--- src/rtl/serial_latch_pkg.sv ---
// serial_latch_pkg
//   Shared definitions for the serial-to-parallel latch loader:
//   - state_t    : loader FSM states (IDLE, SHIFT, LOAD)
//   - ORDER_*    : bit-order selectors for the MSB_FIRST parameter
package serial_latch_pkg;

  typedef enum logic [1:0] {
    IDLE  = 2'd0,
    SHIFT = 2'd1,
    LOAD  = 2'd2
  } state_t;

  localparam bit ORDER_MSB_FIRST = 1'b1;  // first serial bit ends in par_q[WIDTH-1]
  localparam bit ORDER_LSB_FIRST = 1'b0;  // first serial bit ends in par_q[0]

endpackage

--- src/rtl/serial_latch_loader.sv ---
// serial_latch_loader
//   Collects a framed serial bit stream into a WIDTH-bit word, then presents
//   it on a registered parallel bus together with a one-cycle latch enable
//   for a downstream transparent latch bank.
//
// Ports:
//   clk        in   rising-edge clock
//   rst_n      in   asynchronous active-low reset
//   start      in   frame-start strobe (also aborts a frame in progress)
//   sdi        in   serial data bit
//   sdi_valid  in   sdi qualifier
//   busy       out  high while a frame is being assembled
//   par_q      out  last completed word (registered)
//   latch_en   out  one-cycle pulse on the cycle par_q takes a new word
//   frame_err  out  one-cycle pulse after a frame was aborted by start
//
// Handshake: sdi_valid is a pure qualifier with no back-pressure. A bit is
// taken on every rising edge where sdi_valid=1 and the loader is either in
// SHIFT or sees start on that same edge; otherwise the bit is dropped.
module serial_latch_loader
  import serial_latch_pkg::*;
#(
  parameter int WIDTH     = 8,
  parameter bit MSB_FIRST = ORDER_MSB_FIRST
) (
  input  logic             clk,
  input  logic             rst_n,
  input  logic             start,
  input  logic             sdi,
  input  logic             sdi_valid,
  output logic             busy,
  output logic [WIDTH-1:0] par_q,
  output logic             latch_en,
  output logic             frame_err
);

  localparam int CW = $clog2(WIDTH + 1);
  localparam logic [CW-1:0] LAST_BIT = CW'(WIDTH - 1);

  // Current FSM state, kept as a named signal so checkers can bind to it.
  state_t           state;
  state_t           state_n;
  logic [CW-1:0]    cnt;
  logic [CW-1:0]    cnt_n;
  logic [WIDTH-1:0] shreg;
  logic [WIDTH-1:0] shreg_n;
  logic [WIDTH-1:0] par_n;
  logic             latch_en_n;
  logic             frame_err_n;
  logic [WIDTH-1:0] shifted;

  // Shift register with the incoming bit inserted on the entry side.
  always_comb begin
    shifted = shreg;
    if (MSB_FIRST) begin
      shifted = {shreg[WIDTH-2:0], sdi};
    end else begin
      shifted = {sdi, shreg[WIDTH-1:1]};
    end
  end

  always_comb begin
    state_n     = state;
    cnt_n       = cnt;
    shreg_n     = shreg;
    par_n       = par_q;
    latch_en_n  = 1'b0;
    frame_err_n = 1'b0;

    case (state)
      // LOAD behaves like IDLE for its single cycle, which lets a start in
      // the LOAD cycle open the next frame without an idle gap.
      IDLE, LOAD: begin
        state_n = IDLE;
        if (start) begin
          state_n = SHIFT;
          cnt_n   = sdi_valid ? CW'(1) : '0;
          if (sdi_valid) begin
            shreg_n = shifted;
          end
        end
      end

      SHIFT: begin
        if (start) begin
          // Abort: restart the count; old shift contents get pushed out by
          // the new frame's bits, so they need no explicit clear.
          frame_err_n = 1'b1;
          cnt_n       = sdi_valid ? CW'(1) : '0;
          if (sdi_valid) begin
            shreg_n = shifted;
          end
        end else if (sdi_valid) begin
          shreg_n = shifted;
          if (cnt == LAST_BIT) begin
            state_n    = LOAD;
            cnt_n      = '0;
            par_n      = shifted;
            latch_en_n = 1'b1;
          end else begin
            cnt_n = cnt + CW'(1);
          end
        end
      end

      default: begin
        state_n = IDLE;
        cnt_n   = '0;
      end
    endcase
  end

  always_ff @(posedge clk or negedge rst_n) begin
    if (!rst_n) begin
      state     <= IDLE;
      cnt       <= '0;
      shreg     <= '0;
      par_q     <= '0;
      latch_en  <= 1'b0;
      frame_err <= 1'b0;
    end else begin
      state     <= state_n;
      cnt       <= cnt_n;
      shreg     <= shreg_n;
      par_q     <= par_n;
      latch_en  <= latch_en_n;
      frame_err <= frame_err_n;
    end
  end

  assign busy = (state == SHIFT);

endmodule
--- config.mk ---
export PLATFORM = sky130hd
export DESIGN_NAME = serial_latch_loader
export DESIGN_NICKNAME = d
export VERILOG_FILES = /design/src/rtl/serial_latch_pkg.sv /design/src/rtl/serial_latch_loader.sv
export SDC_FILE = /design/constraint.sdc
export NUM_CORES = 1
export LEC_CHECK = 0
export CAP_MARGIN = 20
export CORE_MARGIN = 5
export CORE_UTILIZATION = 45
export CTS_BUF_LIST = sky130_fd_sc_hd__clkbuf_16
export CTS_CLUSTER_DIAMETER = 80
export DETAILED_ROUTE_END_ITERATION = 6
export GPL_TIMING_DRIVEN = 0
export PLACE_DENSITY_LB_ADDON = 0.25
export SKIP_CTS_REPAIR_TIMING = 1
export SLEW_MARGIN = 20
export SYNTH_ARGS = -nofsm -noshare
export SYNTH_HDL_FRONTEND = slang
export SYNTH_SLANG_ARGS = --single-unit
--- constraint.sdc ---
create_clock -name clk -period 3.8 [get_ports clk]
set_clock_uncertainty 0.2 [all_clocks]
set_input_delay 0.76 -clock clk [delete_from_list [all_inputs] [get_ports clk]]
set_output_delay 0.76 -clock clk [all_outputs]
set_load 0.01 [all_outputs]
Yosys cells after proc, flatten, opt, wreduce, memory -nomap -nowiden
Cells that the tools add are included.
{ "classes": {"mux": 20, "bitwise_logic": 1, "n_reduce_logical": 7, "n_addsub": 1, "eq_ne": 8} }
{ "op_table": {"columns": ["op", "n"], "rows": [
  ["$mux W4", 4],
  ["$mux W8", 2],
  ["$pmux W8 S2", 1],
  ["$mux W1", 8],
  ["$pmux W4 S2", 1],
  ["$mux W2", 3],
  ["$ne A2 B2 Y1 const B", 3],
  ["$add A4 B1 Y4 const B", 1],
  ["$eq A4 B3 Y1 const B", 1],
  ["$pmux W2 S2", 1],
  ["$reduce_and A2 Y1", 2],
  ["$reduce_and A4 Y1", 1],
  ["$ne A3 B3 Y1 const B", 1],
  ["$reduce_and A3 Y1", 1],
  ["$eq A2 B1 Y1 const B", 1],
  ["$eq A2 B2 Y1 const B", 1],
  ["$logic_not A2 Y1", 1],
  ["$ne A2 B1 Y1 const B", 1],
  ["$reduce_bool A2 Y1", 1],
  ["$reduce_or A2 Y1", 1],
  ["$not A1 Y1", 1]
]} }
{ "word_totals": {"input_bits": 5, "word_cells": 43, "out_inout_bits": 11, "reg_bits": 24} }

Depth between registers and ports, before layout
Gate-level depths: netlist (run 1).
{ "depth": {"word_depth": 5, "mapped_depth": 4, "ltp_nobuf": 4} }

Worst setup path before layout (run 1)
Ideal clock, no wire load.
{ "synth_timing": {"path_kind": "input-to-reg", "from": "input start", "to": "register par_q[0]", "setup_time_ps": 125, "path_slack_ps": 1646, "required_ps": 3475, "n_path_buf": 1, "stages": 4, "t_arrival_ps": 1829, "path_cell_list": "buf_6 -> or3b_4 -> nor2_8 -> mux2_4"} }
{ "synth_between": {"elab_chain_len": 2} }
{ "synth_rtl": {"columns": ["item", "line", "source"], "rows": [
  ["start, declared", "serial_latch_loader.sv:28", "input logic start,"],
  ["$not A1 Y1 (no line)", null, null],
  ["$reduce_and A4 Y1 (no line)", null, null],
  ["end signal, assigned", "serial_latch_loader.sv:125", "par_q <= par_n;"],
  ["end, declared", "serial_latch_loader.sv:32", "output logic [WIDTH-1:0] par_q,"]
]} }
Every way passes these cells.
A chain may end at the register's enable or synchronous reset.

Worst setup path after layout (run 1)
{ "layout_timing": {"from": "register state[1]", "to": "output busy"} }
{ "layout_between": {"elab_chain_len": 1} }
{ "layout_rtl": {"columns": ["item", "line", "source"], "rows": [
  ["start, declared", "serial_latch_loader.sv:41", "state_t state;"],
  ["start signal, assigned", "serial_latch_loader.sv:122", "state <= state_n;"],
  ["$eq A2 B1 Y1", "serial_latch_loader.sv:131", "assign busy = (state == SHIFT);"],
  ["end, declared", "serial_latch_loader.sv:31", "output logic busy,"]
]} }
Every way passes these cells.

==> PnR_summary.wiki, run 1 <==
{| class="wikitable"
! Metric !! Value
|-
| Outcome || finished, final reports clean
|-
| Total negative slack || 0 ns
|-
| Number of endpoints failing setup at the final stage || 0
|-
| Count of TritonRoute iterations in the first routing pass || 4
|-
| Ports placed on the boundary || 16
|-
| Starting density of the core || 46.7%
|-
| Total gr overflow || 0
|-
| Dpl hpwl || 1190 um
|-
| Clock transition at the register clock pins on the worst setup and hold paths after CTS || 0.05 ns
|-
| H-tree level count || 1
|-
| Final nets || 100
|-
| DRT Wirelength || 1740 um
|-
| Met3 Wirelength || 87 um
|-
| Most common flop cell mapped by yosys || dfrtp_1
|-
| Highest metal layer with signal wires || met4
|-
| Average footprint of a synthesized cell || 13.6 sq um
|-
| Met2 routed wirelength || 865 um
|-
| Weighted congestion reported at the end of routability-driven placement || 0.792
|-
| Total number of clock tree sinks || 23
|-
| Highest-count cells in the layout ignoring fill and taps || 23 x dfrtp_1, 12 x clkdlybuf4s50_1, 8 x mux2_4
|-
| Most frequent standard cell in the layout excluding fill and tap cells || dfrtp_1
|-
| Critical Path Source Type || register
|-
| Final worst-path cycle share || 66.8%
|-
| Max-cap violation count || 0
|-
| P per Cell Area || 446 nW/um^2
|-
| Leading area contributor after synthesis || dfrtp_1
|-
| Slew of the pin with the lowest slew margin || 0.492 ns
|-
| Total area of multi-input combinational cells || 418 sq um
|-
| DRC violation count after routing || 0
|-
| Leading cell types by total area after synthesis || dfrtp_1 56%, mux2_4 12%, mux2_2 7.6%
|-
| Post-route minimum period || 2.54 ns
|-
| Normalized max-slew margin || 67.2%
|-
| Total of buffers placed on input and output ports || 13
|-
| Worst endpoint data arrival time || 1.58 ns
|-
| Count of final hold-check violations || 0
|-
| Width of the die || 57.9 um
|-
| Clock share of power || 38.1%
|-
| Comb power frac || 10.9%
|-
| Die height || 57.9 um
|-
| Largest net degree at the start of global routing || 24
|-
| Number of diodes || 0
|-
| Total die area || 3360 sq um
|-
| Net count after synthesis || 82
|-
| Area added between synthesis and finish || 23.1%
|-
| Setup repair after global routing missed its margin || false
|-
| Register share of total power || 51.0%
|-
| Detailed-route via count || 629
|-
| Number of buffers created by CTS || 3
|-
| Sequential cell area fraction in the yosys report || 55.7%
|-
| Switching power total || 0.119 mW
|-
| Filler instances || 196
|-
| Via count of the first global-routing pass || 691
|-
| Required time at the endpoint of the critical path || 2.84 ns
|-
| Core Rows || 17
|-
| Worst hold-check path type || primary input to async pin
|-
| Antenna violations before repair || 0
|-
| Leak Pwr || 0.580 nW
|-
| Capturing element type of the critical path || output port
|-
| Final critical-path setup slack || 1.26 ns
|-
| Flip-flop and latch count after synthesis || 23
|-
| Clock Path Buffers || 2
|-
| Asr flop ratio synth || 100%
|-
| DR vias/cell || 5.20
|-
| Global-route wire length before repair || 3080 um
|-
| Int Pwr || 0.449 mW
|-
| Worst vdd ir || 0.000240 V
|-
| Starting DRT DRC Count || 4
|-
| Post-Synthesis Cell Area || 1030 sq um
|-
| Post-Syn Instances || 76
|-
| Remaining antenna violation count after routing || 0
|-
| Library cell used as clock root buffer || clkbuf_16
|-
| Average wire length per cell after detail routing || 14.4 um
|-
| Highest fanout seen on the critical path || 8
|-
| Number of pins exceeding their max-slew limit in the final report || 0
|-
| Storage element area || 576 sq um
|-
| Yosys top cell area share || 55.7%
|-
| EDFF count, synth || 0
|-
| Yosys warning total || 0
|-
| Met1 layer wirelength in the final routing || 774 um
|-
| TritonCTS clock tree || built
|-
| Global-route usage over all layers || 11.8%
|-
| Count of different cell masters after synthesis || 29
|-
| Area of the core || 2210 sq um
|-
| Crit Path Class || register to output port
|-
| Setup slack at placement || 1.55 ns
|-
| Fmax || 394 MHz
|-
| Share of post-route cells with drive strength above 1 || 30.1%
|-
| Source-to-sink clock delay at the later pin of the worst-skew pair || 0.25 ns
|-
| Number of cell instances on the worst register-to-register path || 4
|-
| Switch share || 20.9%
|}
==> layer usage <==
metal / global-route usage [%] / up-vias
li1: - / 305
met1: 15.3 / 308
met2: 18.9 / 14
met3: 2.90 / 2
met4: 4.97 / 0
met5: 0 / -
==> synth_stat cells, types with 2 or more instances <==
cell type  number
mux2_2          7
a21oi_1         5
nor2_1          2
dfrtp_1        23
buf_2           2
nand2_1         3
nand4b_1        2
mux2_4          8
inv_1           3
o21ai_0         2
==> power groups by stage <==
stage	sequential, mW	clock, mW	combinational (mW)
6_report	0.290	0.217	0.0617
5_1_grt	0.293	0.233	0.0698
4_1_cts	0.290	0.225	0.0633
3_5_place_dp	0.294	0	0.0632
3_3_place_gp	0.293	0	0.0615
2_1_floorplan	0.290	0	0.0420
==> sequential cells by signal (all words and copies together) (netlist names) <==
name       flops
cnt            4
state          2
latch_en       1
frame_err      1
shreg          7
par_q          8
==> critical path, cell delays in order, from the launching register on <==
cell             delay (ns)
dfrtp_1                0.36
buf_2                  0.17
nand2b_1               0.19
inv_1                  0.08
clkdlybuf4s50_1        0.53
==> final timing paths <==
check / slack, ns / end / start
setup / recovery: 1.26 / busy / state[1]
hold / removal: 0.27 / par_q[7] / rst_n
setup reg to reg: 1.91 / par_q[7] / cnt[1]
hold reg to reg: 0.31 / shreg[6] / shreg[6]
max in group asynchronous: 2.80 / par_q[6] / rst_n
min in group clk: 0.31 / shreg[6] / shreg[6]
==> logic make-up (layout without fill, tap and decap cells) <==
kind of cell / after synthesis / after routing / share of synthesized area [%]
flip-flops: 23 / 23 / 55.7
AO/OA/AOI/OAI: 15 / 15 / 9.57
multiplexers: 15 / 15 / 19.3
AND/OR/NAND/NOR: 15 / 15 / 10.4
buffers and inverters: 7 / 24 / 3.87
adder cells (fa/ha/maj): 1 / 1 / 1.21
==> layout make-up <==
type | instances | area share [%]
flip-flops and latches | 23 | 45.2
multi-input cells | 46 | 32.8
repair buffers | 13 | 9.83
clock buffers | 3 | 5.90
well taps | 28 | 2.75
plain buffers | 4 | 2.26
inverters | 3 | 0.885
clock inverters | 1 | 0.295
==> stage by stage <==
step / hold WS [ns] / power [mW] / cells / cell area [sq um] / util, %
floorplan: 0.264 / 0.332 / 76 / 1030 / -
global placement: 0.291 / 0.354 / 117 / 1200 / 54.2
detailed placement: 0.297 / 0.357 / 117 / 1200 / 54.2
CTS: 0.310 / 0.578 / 121 / 1280 / 57.7
global route: 0.313 / 0.596 / 121 / 1270 / 57.5
finish: 0.270 / 0.568 / 121 / 1270 / 57.5
Power figures use the tool's default switching activity.
==> inputs of run 2 (changes only) <==
- clock period: 3.8 -> 2.28 ns (I/O delays scaled with it)
==> run 2 against run 1 <==
Compared with the run above: the run now ends with hold timing left; non-clock buffer count unchanged; hold slack worse by 0.30 ns; clock power up 66%; first-iteration DRC count is the same; die area is the same; highest routed layer unchanged; combinational power rose by 67%; critical path depth unchanged; sequential power increased by 67%; total power rose by 67%.
==> PnR_summary.wiki, run 2 (synthesis gave the netlist of run 1 again) <==
{| class="wikitable"
! Metric !! Value
|-
| Outcome || finished, violations left
|-
| Violations in the final reports || hold timing
|-
| DRT Wirelength || 1740 um
|-
| Slew of the pin with the lowest slew margin || 0.492 ns
|-
| Post-route minimum period || 1.89 ns
|-
| Placed cell count || 117
|-
| Final worst-path cycle share || 82.8%
|-
| Detailed-route via count || 629
|-
| PnR Total Power || 0.947 mW
|-
| Flip-flop count of the largest register after layout || 8
|-
| Total die area || 3360 sq um
|-
| Worst path buffer plus inverter count || 0
|-
| Critical Path Source Type || register
|-
| DRC violation count after routing || 0
|-
| Width of the die || 57.9 um
|-
| Source-to-sink clock delay at the later pin of the worst-skew pair || 0.25 ns
|-
| Cell with the largest stage delay on the worst path || dfrtp_1
|-
| Total area of multi-input combinational cells || 418 sq um
|-
| Max-cap violation count || 0
|-
| Setup repair after global routing missed its margin || false
|-
| Area of the core || 2210 sq um
|-
| Crit Path Class || register to register
|-
| Count of final hold-check violations || 23
|-
| Storage element area || 576 sq um
|-
| Number of buffers created by CTS || 3
|-
| P per Cell Area || 742 nW/um^2
|-
| Number of pins exceeding their max-slew limit in the final report || 0
|-
| Number of diodes || 0
|-
| Count of TritonRoute iterations in the first routing pass || 4
|-
| Normalized max-slew margin || 67.2%
|-
| TritonCTS clock tree || built
|-
| Highest fanout seen on the critical path || 9
|-
| Final cell count without fillers || 121
|-
| Worst Setup SP || cnt[1]
|-
| Worst endpoint data arrival time || 1.82 ns
|-
| Largest register by flop count || par_q
|-
| Global-route wire length before repair || 3080 um
|-
| Kind of cell with the highest combined delay on the critical path || simple AND/OR/NAND/NOR gates
|-
| Starting density of the core || 46.7%
|-
| Via count of the first global-routing pass || 691
|-
| Final nets || 100
|-
| Largest net degree at the start of global routing || 24
|-
| List of cells traversed by the critical path || ha_1 > nand4b_1 > nor2_8 > mux2_4
|-
| Starting DRT DRC Count || 4
|-
| Core Rows || 17
|-
| Library cell used as clock root buffer || clkbuf_16
|-
| Area added between synthesis and finish || 23.4%
|-
| Capturing element type of the critical path || register
|-
| Highest-count cells in the layout ignoring fill and taps || 23 x dfrtp_1, 11 x clkdlybuf4s50_1, 8 x mux2_4
|-
| Design area || 1270 sq um
|-
| Most frequent standard cell in the layout excluding fill and tap cells || dfrtp_1
|-
| Weighted congestion reported at the end of routability-driven placement || 0.792
|-
| Total number of clock tree sinks || 23
|-
| Total gr overflow || 0
|-
| Fmax || 530 MHz
|-
| Worst hold-check path type || primary input to async pin
|-
| Die height || 57.9 um
|-
| Clock transition at the register clock pins on the worst setup and hold paths after CTS || 0.05 ns
|-
| Remaining antenna violation count after routing || 0
|-
| H-tree level count || 1
|-
| Top flop regs || par_q: 8 flops, shreg: 7 flops, cnt: 4 flops
|-
| Total of buffers placed on input and output ports || 13
|-
| Dpl hpwl || 1190 um
|-
| Leak Pwr || 0.580 nW
|-
| Clock Path Buffers || 2
|-
| Minimum hold slack || -0.0341 ns
|-
| Max incr delay on CP || 0.38 ns
|-
| Beginning of the worst register-to-register path || cnt[1]
|-
| Area post-placement || 1200 sq um
|-
| Required time at the endpoint of the critical path || 2.21 ns
|-
| Worst vdd ir || 0.000401 V
|-
| Global-route usage over all layers || 11.8%
|-
| Ports placed on the boundary || 16
|-
| Antenna violations before repair || 0
|-
| DR vias/cell || 5.20
|-
| Share of post-route cells with drive strength above 1 || 30.1%
|-
| Total negative slack || 0 ns
|-
| Number of endpoints failing setup at the final stage || 0
|-
| Average wire length per cell after detail routing || 14.4 um
|-
| Filler instances || 196
|}
==> run 2: cell types whose count changed in the layout (fill, tap and decap cells not counted) <==
cell	delta
dlymetal6s2s_1	+1
clkdlybuf4s50_1	-1
==> run 2: path summary, 6_finish.rpt <==
path / endpoint / slack, ns / depth (start not counted)
worst max-delay path: par_q[7] / 0.39 / 4
worst min-delay path: par_q[7] / -0.03 / 1
worst max register to register: par_q[7] / 0.39 / 4
worst min register to register: shreg[6] / 0.31 / 1
max in group asynchronous: par_q[6] / 1.58 / 1
min in group clk: cnt[2] / 0.20 / 2
==> run 2: layout make-up <==
| type | instances | area share [%] |
|---|---|---|
| clock buffer | 3 | 5.89 |
| timing repair buffer | 13 | 10.0 |
| buffer | 4 | 2.26 |
| tap | 28 | 2.75 |
| clock inverter | 1 | 0.294 |
| sequential | 23 | 45.1 |
| multi-input combinational | 46 | 32.8 |
| inverter | 3 | 0.883 |
==> run 2: layer usage <==
layer / wire, um / track usage [%] / vias to the layer above / part of all wire (%)
li1: - / - / 305 / -
met1: 775 / 15.3 / 308 / 45
met2: 866 / 18.9 / 14 / 50
met3: 87 / 2.90 / 2 / 5.0
met4: 12 / 4.97 / 0 / 0.69
met5: 0 / 0 / - / 0
==> run 2: per-stage QoR <==
step	setup WS, ns	util [%]
2_1_floorplan	0.430	-
3_3_place_gp	0.334	54.2
3_5_place_dp	0.333	54.2
4_1_cts	0.0400	57.7
5_1_grt	0.297	57.6
6_report	0.392	57.6
==> run 2: worst reg2reg max path, delay by kind of cell (launching register included) <==
family | cells | cell delay, ns
adder cells (fa/ha/maj) | 1 | 0.26
flip-flops | 1 | 0.38
multiplexers | 1 | 0.33
AND/OR/NAND/NOR | 2 | 0.60
==> run 2: where the power goes <==
part	total, mW	switching [mW]	internal (mW)
registers	0.483	0.0302	0.453
logic	0.103	0.0399	0.0629
clock network	0.361	0.128	0.233
total	0.947	0.198	0.749
==> inputs of run 3 (changes only) <==
- clock period: 2.28 -> 1.79 ns (I/O delays scaled with it)
==> run 3 against run 2 <==
Compared with the run above: the run now ends clean; sequential share of layout area fell by 2.0 points; critical path depth fell by 1; wire length rose by 3.3%; die area did not move; first-iteration DRC count rose to 3.0 times the previous value; clock-buffer cell count did not move; global-route usage did not move; sequential power rose by 28%; worst setup slack got worse by 0.34 ns; critical path type unchanged; critical endpoint is now par_q[6]; highest routed layer unchanged.
==> PnR_summary.wiki, run 3 (synthesis gave the netlist of run 1 again) <==
{| class="wikitable"
! Metric !! Value
|-
| Width of the die || 57.9 um
|-
| DRT Wirelength || 1800 um
|-
| Count of final hold-check violations || 0
|-
| Source-to-sink clock delay at the later pin of the worst-skew pair || 0.25 ns
|-
| Total die area || 3360 sq um
|-
| Average wire length per cell after detail routing || 14.3 um
|-
| Starting density of the core || 46.7%
|-
| Total number of clock tree sinks || 23
|-
| Top flop regs || par_q: 8 flops, shreg: 7 flops, cnt: 4 flops
|-
| Critical Path Source Type || register
|-
| Total gr overflow || 0
|-
| Most frequent standard cell in the layout excluding fill and tap cells || dfrtp_1
|-
| Normalized max-slew margin || 67.4%
|-
| Largest register by flop count || par_q
|-
| Number of pins exceeding their max-slew limit in the final report || 0
|-
| Share of post-route cells with drive strength above 1 || 34.7%
|-
| Setup repair after global routing missed its margin || false
|-
| PnR Total Power || 1.21 mW
|-
| TritonCTS clock tree || built
|-
| Worst endpoint data arrival time || 1.67 ns
|-
| Fmax || 577 MHz
|-
| Clock Path Buffers || 2
|-
| DR vias/cell || 5.29
|-
| Detailed-route via count || 666
|-
| Area added between synthesis and finish || 29.4%
|-
| Remaining antenna violation count after routing || 0
|-
| Outcome || finished, final reports clean
|-
| Number of buffers created by CTS || 3
|-
| Worst vdd ir || 0.000509 V
|-
| Capturing element type of the critical path || register
|-
| Total of buffers placed on input and output ports || 13
|-
| Slew of the pin with the lowest slew margin || 0.489 ns
|-
| Via count of the first global-routing pass || 691
|-
| Global-route wire length before repair || 3080 um
|-
| Highest-count cells in the layout ignoring fill and taps || 22 x dfrtp_1, 11 x clkdlybuf4s50_1, 8 x mux2_4
|-
| Crit Path Class || register to register
|-
| Post-route minimum period || 1.73 ns
|-
| Highest fanout seen on the critical path || 5
|-
| Area post-placement || 1200 sq um
|-
| Leak Pwr || 0.599 nW
|-
| Number of endpoints failing setup at the final stage || 0
|-
| Count of TritonRoute iterations in the first routing pass || 4
|-
| Area of the core || 2210 sq um
|-
| Final worst-path cycle share || 96.9%
|-
| Flip-flop count of the largest register after layout || 8
|-
| Starting DRT DRC Count || 12
|-
| Ports placed on the boundary || 16
|-
| H-tree level count || 1
|-
| Clock transition at the register clock pins on the worst setup and hold paths after CTS || 0.05 ns
|-
| Core Rows || 17
|-
| DRC violation count after routing || 0
|-
| Max-cap violation count || 0
|-
| Worst hold-check path type || primary input to register
|-
| Largest net degree at the start of global routing || 24
|-
| Filler instances || 187
|-
| Die height || 57.9 um
|-
| Weighted congestion reported at the end of routability-driven placement || 0.792
|-
| Design area || 1340 sq um
|-
| Dpl hpwl || 1190 um
|-
| P per Cell Area || 908 nW/um^2
|-
| Library cell used as clock root buffer || clkbuf_16
|-
| Global-route usage over all layers || 11.8%
|-
| Antenna violations before repair || 0
|-
| Required time at the endpoint of the critical path || 1.72 ns
|-
| Number of diodes || 0
|-
| Final nets || 105
|}
run 3: power by group:
part           internal (mW)  switching [mW]
registers              0.576          0.0405
clock network          0.297           0.161
logic                 0.0862          0.0526
total                  0.960           0.254
run 3: metrics by stage:
stage	hold slack (ns)	util, %	TNS, ns	setup slack (ns)	instances
final	0.104	60.5	0	0.0558	126
after global routing	0.113	60.5	0	0.000636	126
after CTS	0.0913	57.7	-1.17	-0.352	121
after detailed placement	0.297	54.2	-1.51	-0.0689	117
after global placement	0.291	54.2	-1.48	-0.0579	117
after floorplan	-0.138	-	0	0.0376	76
run 3: path summary, 6_finish.rpt:
kind | cells after the start | start | slack (ns) | end
min in group asynchronous | 2 | rst_n | 0.41 | par_q[7]
worst min register to register | 1 | shreg[6] | 0.31 | shreg[6]
worst max-delay path | 3 | state[1] | 0.06 | par_q[6]
worst min-delay path | 2 | start | 0.10 | cnt[2]
worst max register to register | 3 | state[1] | 0.06 | par_q[6]
max in group asynchronous | 2 | rst_n | 0.63 | state[1]
run 3: layout make-up:
type	instances	area, sq um	share of cell area [%]
Clock buffer	3	75.1	5.61
Inverter	3	11.3	0.842
Multi-Input combinational cell	47	442	33.0
Sequential cell	23	577	43.1
Tap cell	28	35.0	2.62
Buffer	3	26.3	1.96
Timing Repair Buffer	18	168	12.5
Clock inverter	1	3.75	0.281
run 3: metal layers:
metal	part of all wire [%]	track usage [%]
met2	49	18.9
met4	0.67	4.97
met3	6.2	2.90
met1	44	15.3
met5	0	0
run 3: critical path, stage by stage, from the launching register on:
cell and delay (ns):
dfrtp_2 0.43, or3b_4 0.46, nor2_4 0.21, mux2_4 0.31
